<file path="config.mk">
export PLATFORM = sky130hd
export DESIGN_NAME = wb_regfile
export DESIGN_NICKNAME = d
export VERILOG_FILES = /design/src/rtl/wb_regfile_pkg.sv /design/src/rtl/wb_regfile_bypass_port.sv /design/src/rtl/wb_regfile.sv
export SDC_FILE = /design/constraint.sdc
export NUM_CORES = 2
export LEC_CHECK = 0
export ABC_AREA = 1
export CORE_MARGIN = 2
export CORE_UTILIZATION = 45
export DETAILED_ROUTE_END_ITERATION = 6
export PLACE_DENSITY = 0.71
export SKIP_CTS_REPAIR_TIMING = 1
export SYNTH_ARGS = -nofsm -noshare
export SYNTH_HDL_FRONTEND = slang
export SYNTH_SLANG_ARGS = --single-unit
</file>
<file path="constraint.sdc">
create_clock -name clk -period 48.8 [get_ports clk]
set_input_delay 12.2 -clock clk [delete_from_list [all_inputs] [get_ports clk]]
set_output_delay 12.2 -clock clk [all_outputs]
set_load 0.03 [all_outputs]
</file>
<file path="src/rtl/wb_regfile_pkg.sv">
// -----------------------------------------------------------------------------
// wb_regfile_pkg
// Shared pipeline definitions for the writeback / register-file slice.
//   PIPE_XLEN   : default datapath width
//   REG_AW      : register index width (32 architectural registers)
//   WB_SEL_*    : encodings of the wb_sel_data writeback source select
// -----------------------------------------------------------------------------
package wb_regfile_pkg;
    localparam int PIPE_XLEN = 32;
    localparam int REG_AW    = 5;
    localparam int NREGS     = 1 << REG_AW;

    localparam logic [1:0] WB_SEL_ALU  = 2'b00;
    localparam logic [1:0] WB_SEL_LOAD = 2'b01;
    localparam logic [1:0] WB_SEL_PC4  = 2'b10;
    localparam logic [1:0] WB_SEL_IMM  = 2'b11;
endpackage

</file>
<file path="src/rtl/wb_regfile_bypass_port.sv">
// -----------------------------------------------------------------------------
// regfile_bypass_port
// One combinational register-file read port with write-first bypass.
//   i_rs      : read index
//   i_regs    : flattened storage x1..x31 (x0 has no storage)
//   i_we      : a commit to i_wb_rd happens on the coming edge
//   i_wb_rd   : destination index of that commit
//   i_wb_data : value being committed
//   o_data    : read result (0 for x0, bypassed value on a same-cycle hit)
// -----------------------------------------------------------------------------
module regfile_bypass_port
    import wb_regfile_pkg::*;
#(
    parameter int XLEN = PIPE_XLEN
) (
    input  logic [REG_AW-1:0]                  i_rs,
    input  logic [NREGS-1:1][XLEN-1:0]         i_regs,
    input  logic                               i_we,
    input  logic [REG_AW-1:0]                  i_wb_rd,
    input  logic [XLEN-1:0]                    i_wb_data,
    output logic [XLEN-1:0]                    o_data
);

    logic [XLEN-1:0] w_stored;

    // Explicit select over x1..x31 keeps index 0 from ever addressing storage.
    always_comb begin
        w_stored = '0;
        for (int i = 1; i < NREGS; i++) begin
            if (i_rs == REG_AW'(i)) w_stored = i_regs[i];
        end
    end

    always_comb begin
        o_data = w_stored;
        if (i_rs == '0)
            o_data = '0;
        else if (i_we && (i_rs == i_wb_rd))
            o_data = i_wb_data;
    end

endmodule

</file>
<file path="src/rtl/wb_regfile.sv">
// -----------------------------------------------------------------------------
// wb_regfile
// Consumer end of the MEM/WB register: selects the writeback value, commits it
// to the 32x32 integer register file, serves two ID read ports with
// write-first bypass, exports the writeback value for EX forwarding and
// counts retired instructions.
//   clk, rst          : clock, asynchronous active-high reset
//   wb_*              : registered WB-stage bundle
//   id_rs1/id_rs2     : read indices; id_rs1_data/id_rs2_data results
//   wb_data/wb_fwd_en : forwarding value and its liveness
//   instret           : retired-instruction counter (wraps)
// -----------------------------------------------------------------------------
module wb_regfile
    import wb_regfile_pkg::*;
#(
    parameter int XLEN = PIPE_XLEN,
    parameter int PCW  = 12,
    parameter int CNTW = 32
) (
    input  logic                 clk,
    input  logic                 rst,
    input  logic [PCW-1:0]       wb_pc4,
    input  logic [XLEN-1:0]      wb_ALUout,
    input  logic [XLEN-1:0]      wb_loaddata,
    input  logic [XLEN-1:0]      wb_imm,
    input  logic [REG_AW-1:0]    wb_rd,
    input  logic                 wb_wr_en,
    input  logic [1:0]           wb_sel_data,
    input  logic                 wb_valid,
    input  logic [REG_AW-1:0]    id_rs1,
    input  logic [REG_AW-1:0]    id_rs2,
    output logic [XLEN-1:0]      id_rs1_data,
    output logic [XLEN-1:0]      id_rs2_data,
    output logic [XLEN-1:0]      wb_data,
    output logic                 wb_fwd_en,
    output logic [CNTW-1:0]      instret
);

    logic [NREGS-1:1][XLEN-1:0] r_regs;
    logic [CNTW-1:0]            r_instret;
    logic [XLEN-1:0]            w_wb_data;
    logic                       w_we;

    always_comb begin
        w_wb_data = wb_ALUout;
        case (wb_sel_data)
            WB_SEL_ALU:  w_wb_data = wb_ALUout;
            WB_SEL_LOAD: w_wb_data = wb_loaddata;
            WB_SEL_PC4:  w_wb_data = {{(XLEN-PCW){1'b0}}, wb_pc4};
            WB_SEL_IMM:  w_wb_data = wb_imm;
            default:     w_wb_data = wb_ALUout;
        endcase
    end

    // Bubbles and x0 destinations never write or forward.
    assign w_we = wb_wr_en && wb_valid && (wb_rd != '0);

    always_ff @(posedge clk or posedge rst) begin
        if (rst)
            r_regs <= '0;
        else if (w_we)
            r_regs[wb_rd] <= w_wb_data;
    end

    // Counts every valid WB instruction, including stores and branches.
    always_ff @(posedge clk or posedge rst) begin
        if (rst)
            r_instret <= '0;
        else if (wb_valid)
            r_instret <= r_instret + CNTW'(1);
    end

    regfile_bypass_port #(.XLEN(XLEN)) u_port1 (
        .i_rs      (id_rs1),
        .i_regs    (r_regs),
        .i_we      (w_we),
        .i_wb_rd   (wb_rd),
        .i_wb_data (w_wb_data),
        .o_data    (id_rs1_data)
    );

    regfile_bypass_port #(.XLEN(XLEN)) u_port2 (
        .i_rs      (id_rs2),
        .i_regs    (r_regs),
        .i_we      (w_we),
        .i_wb_rd   (wb_rd),
        .i_wb_data (w_wb_data),
        .o_data    (id_rs2_data)
    );

    assign wb_data   = w_wb_data;
    assign wb_fwd_en = w_we;
    assign instret   = r_instret;

endmodule

</file>
Word-level counts from Yosys, hierarchy flattened --
Cells that the tools add are included.
Operators by class: add/sub/neg operators 1, multipliers 0, divide/modulo/power cells 0, order comparisons 2, equality and inequality tests 67, shift operators 0, muxes and demuxes 70, bitwise logic cells 0, reductions and logical operators 9
Operators with widths (count):
- 2-to-1 mux 32 bit | 67
- bitwise mux 992 bit | 1
- demux 32 bit (select 5 bit) | 1
- equality test 5 bit (second input constant) | 32
- one-hot mux 32 bit (4 select lines) | 1
- equality test 5 x 4 -> 1 bit (second input constant) | 16
- equality test 5 x 3 -> 1 bit (second input constant) | 8
- adder 32 x 1 -> 32 bit (second input constant) | 1
- equality test 5 x 2 -> 1 bit (second input constant) | 4
- equality test 5 x 1 -> 1 bit (second input constant) | 2
- equality test 5 bit | 2
- logical NOT 5 bit | 2
- less-than comparator 5 x 6 -> 1 bit (second input constant) | 1
- >= comparator 5 x 1 -> 1 bit (second input constant) | 1
- logical AND 1 bit | 5
- nonzero test 5 bit | 1
- equality test 2 bit (second input constant) | 2
- equality test 2 x 1 -> 1 bit (second input constant) | 1
- logical NOT 2 bit | 1
Word-level totals: bits in registers 1024, bits in latches 0, bits in writable memories 0, memory bits (read-only) 0, input bits 129, output and inout port bits 129, logic and storage cells 181, memories 0

Depth between registers and ports, before layout --
depth in word-level cells 34, gate-level depth with buffers 25, mapped depth without buffers 23

Hierarchy --
Synthesis repeated with hierarchy kept, for this count alone.
Unflattened totals: cell total of the unflattened synthesis 8381, area, all modules 56810.7 um2
By module, submodules not included:
- wb_regfile | times used 1, cells each 4113, area each 38618.3 um2, sequential area each 25624.6 um2
- regfile_bypass_port | times used 2, cells each 2134, area each 9096.2 um2, sequential area each 0.0 um2

Worst setup path after synthesis --
OpenSTA, ideal clock, no wires.
kind input port to output port, from input port wb_sel_data[0], to output port id_rs1_data[11], arrival time 14.500 ns, data required time 36.600 ns, path slack 22.100 ns, stages on the path 11, path buffers 3, cell sequence clkbuf_1 > inv_1 > nor2_1 > buf_2 > nand2_1 > nand3_1 > nand2_1 > inv_1 > clkbuf_1 > nor2_1 > a21oi_1
Between the ends: word-level cells in the longest chain between the ends 4, elaborated cells between the ends (all ways) 7, those cells by class 3 x eq/ne; 3 x mux; 1 x reduce/logical
RTL lines:
- start: declaration | RTL line wb_regfile.sv:28 | input logic [1:0] wb_sel_data,
- equality test 2 bit, or another cell as far along | RTL line wb_regfile.sv:46 | case (wb_sel_data)
- one-hot mux 32 bit (4 select lines) * | RTL line wb_regfile.sv:46
- via wb_data[11] | RTL line wb_regfile.sv:34 | output logic [XLEN-1:0] wb_data,
- 2-to-1 mux 32 bit * | RTL line wb_regfile_bypass_port.sv:38 | else if (i_we && (i_rs == i_wb_rd))
- 2-to-1 mux 32 bit * | RTL line wb_regfile_bypass_port.sv:36 | if (i_rs == '0)
- end: declaration | RTL line wb_regfile.sv:32 | output logic [XLEN-1:0] id_rs1_data,
The timed path passes the listed nets; every way through them passes the cells marked *.

Worst setup path after layout --
from input port id_rs2[1], to output port id_rs2_data[28]
Between the ends: word-level cells in the longest chain between the ends 34, elaborated cells between the ends (all ways) 67, those cells by class 32 x eq/ne; 33 x mux; 2 x reduce/logical
RTL lines:
- start: declaration | RTL line wb_regfile.sv:31 | input logic [REG_AW-1:0] id_rs2,
- equality test 5 x 1 -> 1 bit | RTL line wb_regfile_bypass_port.sv:30 | if (i_rs == REG_AW'(i)) w_stored = i_regs[i];
- 2-to-1 mux 32 bit (31 in series) | RTL line wb_regfile_bypass_port.sv:30
- 2-to-1 mux 32 bit | RTL line wb_regfile_bypass_port.sv:38
- 2-to-1 mux 32 bit * | RTL line wb_regfile_bypass_port.sv:36
- end: declaration | RTL line wb_regfile.sv:33 | output logic [XLEN-1:0] id_rs2_data,
Every way passes the cells marked *; elsewhere a longest branch is shown, timed or not.

==> flow_summary.yaml <==
final_layout:
  multi_input_area_um2: 24900
  utilization_pct: 52.1
  register_area_um2: 25600
  fin_cells: 9428
  layout_common_cells: "nand2_1 (2697), o21ai_0 (1073), dfrtp_1 (1024)"
  layout-drive-gt1-share_pct: 6.39
  synthToLayoutAreaGrowth_pct: 14.9
  final_nets: 7858
  fillers: 11400
  final_common_cell: "nand2_1"
sta:
  holdWs_ps: 486
  drv_slew: 0
  fmax_mhz: 33.2
  hold_viol: 0
  rsz0062_at_grt: "false"
  timing.final.crit_share_pct: 61.8
  final.setup_skew_ps: 17.8
  tns_ps: 0
  setup_viol: 0
  worst_pin_slew_ps: 1180
  fin_crit_ps: 30160
  slew-limit-headroom_pct: 21.5
power_and_ir_drop:
  clkPwrFrac_pct: 37.9
  peakVddDrop_v: 0.0000330
  powerDensity_nw_per_um2: 37.4
  internal_power_mw: 1.61
  p_leak_nw: 28.4
  total_power_mw: 2.34
  seqPwrFrac_pct: 45.4
  switching_share_pct: 31.2
  p_sw_uw: 729
  combPwrFrac_pct: 16.8
synth:
  ys_ff_latch: 1024
  synth_top_area_share_pct: 47.1
  syn_area_um2: 54400
  yosys_warnings: 0
  syn_nets: 7827
  syn_inst: 7697
  ys_types: 33
  yosysTopAreaCell: "dfrtp_1"
  synth_area_leaders: "dfrtp_1 (47%), nand2_1 (19%), o21ai_0 (9.9%)"
  synth-seq-area-share_pct: 47.1
  syn_area_per_cell_um2: 7.07
clock_network:
  cts.sinks: 1024
  cts_made_buffers: 111
  h-tree-depth: 3
  clk_pin_slew_worst_paths_ps: 60
  clock_latency_ps: 730
  ctsRootBufferMaster: "clkbuf_16"
  cts_tree: "done"
  clk_path_buf_depth: 3
global_route:
  grt_start_max_net_pins: 160
  grt_pass1_wl_um: 333000
  grt_pass1_vias: 51500
  grt_remaining_overflow: 0
  antenna_found_initial: 8
  grt_usage_pct: 36.1
placement:
  place_inst: 9227
  io_buffers: 257
  routabilityCongestion: 0.974
  dpl.hpwl_um: 150000
worst_setup_path:
  worstPathCellList: "clkdlybuf4s50_1 -> buf_4 -> inv_1 -> nor2_2 -> nand2_1 -> nor2_4 -> buf_4 -> nand2_1 -> nand2_1 -> nand4_1 -> nor2_1 -> nand4_1 -> nor2_1 -> nand4_1 -> nand2_1 -> nand4_1 -> nor2_1 -> nand4_1 -> nor2_1 -> nand4_1 -> nand2_1 -> a21oi_1 -> clkdlybuf4s50_1"
  critPathMaxFanout: 20
  setup.worst_path.start_class: "primary input"
  cpLargestDelayFamily: "simple AND/OR/NAND/NOR gates"
  cp_num_buf_inv: 5
  worstPathRequired_ps: 36600
  max_stage_delay_ps: 830
  crit_type: "in -> out"
  critical_path.slowest_cell: "nor2_2"
  crit_path_frequent_cell: "nand4_1"
  end_kind: "output pin"
  crit_arrival_ps: 17960
status:
  status: "finished, violations left"
  violations: "DRC"
route:
  wl_per_cell_um: 23.9
  num_vias: 55800
  drc: 4
  antenna_left: 0
  drt_first_pass_iters: 7
  drtIter0Drc: 8554
  wl_um: 226000
  drt-vias-per-instance: 5.92
hold_path:
  hold_path.class: "reg -> reg"
flow_run:
  cap_violations: 0
floorplanning:
  die_h_um: 352
  die_w_um: 352
  ios: 258
  num_rows: 127
  initial_core_util_pct: 45.3
  dieArea_um2: 124000
  core_area_um2: 120000
-- metrics by stage --
step           area, um^2  setup WS (ps)
2_1_floorplan       54400           7780
3_3_place_gp        58800          18950
3_5_place_dp        58800          18920
4_1_cts             62500          18920
5_1_grt             62500          18480
6_report            62500          18640
-- cell usage after synthesis --
master	instances
nand2_1	2702
clkbuf_1	434
buf_2	68
nor4_1	15
nor4_2	1
o21ai_1	10
nor3_4	2
nor2_2	11
ha_1	1
buf_4	5
nor2_4	2
nand2_2	5
inv_2	16
o21ai_0	1077
xnor2_1	15
dfrtp_1	1024
buf_1	13
a221oi_2	2
nor3_2	4
clkinv_1	29
or2_2	28
nor2_1	822
nor3_1	22
o2111ai_1	19
nand4_1	501
clkbuf_2	1
xor2_1	22
nand3b_1	2
a21oi_1	161
a221oi_1	12
nand3_1	113
a22o_1	5
inv_1	553
-- area by class of cell --
type	instances	share of cell area (%)
Antenna cell	6	0.0240
Tap cell	1612	3.23
Sequential cell	1024	41.0
Inverter	598	3.61
Clock buffer	157	5.09
Multi-Input combinational cell	5554	39.9
Clock inverter	38	0.877
Timing Repair Buffer	439	6.32
-- final timing paths --
check                                  from               to  slack (ps)  cells past startpoint
worst max-delay path              id_rs2[1]  id_rs2_data[28]       18640                     23
worst min-delay path            r_regs[519]      r_regs[519]         490                      2
worst max register to register   instret[0]      instret[28]       46120                     13
worst min register to register  r_regs[519]      r_regs[519]         490                      2
max in group asynchronous               rst      r_regs[851]       32770                      6
min in group asynchronous               rst       r_regs[92]       12060                      2
-- sequential cells by signal, summed over array words and instances, names as in the netlist --
name     cells
r_regs     992
instret     32
-- per-layer routing --
| layer | vias up | track usage, % | wire length (um) |
|---|---|---|---|
| li1 | 24800 | - | - |
| met1 | 26200 | 47.7 | 85300 |
| met2 | 4059 | 53.0 | 95200 |
| met3 | 748 | 9.59 | 30400 |
| met4 | 6 | 21.6 | 14800 |
| met5 | - | 0 | 35 |
-- worst min-delay path, cell delays in order, from the launching register on --
cell     delay, ps
dfrtp_1        340
nand2_1         50
o21ai_0         60
-- power by group through the flow --
stage                     clock network, mW  registers (mW)  logic, mW
after floorplan                           0            1.06      0.224
after global placement                    0            1.06      0.374
after detailed placement                  0            1.07      0.382
after CTS                             0.886            1.06      0.384
after global routing                  0.921            1.07      0.428
final                                 0.885            1.06      0.392
-- logic make-up (layout without fill, tap and decap cells) --
group	after synthesis	count (layout)	share of synthesized area [%]
AO/OA/AOI/OAI	1286	1286	12.1
XOR/XNOR	37	37	0.596
adder cells (fa/ha/maj)	1	1	0.0230
buffers and inverters	1119	1232	7.92
flip-flops	1024	1024	47.1
other	0	6	0
AND/OR/NAND/NOR	4230	4230	32.2
(Power assumes the default switching activity.)
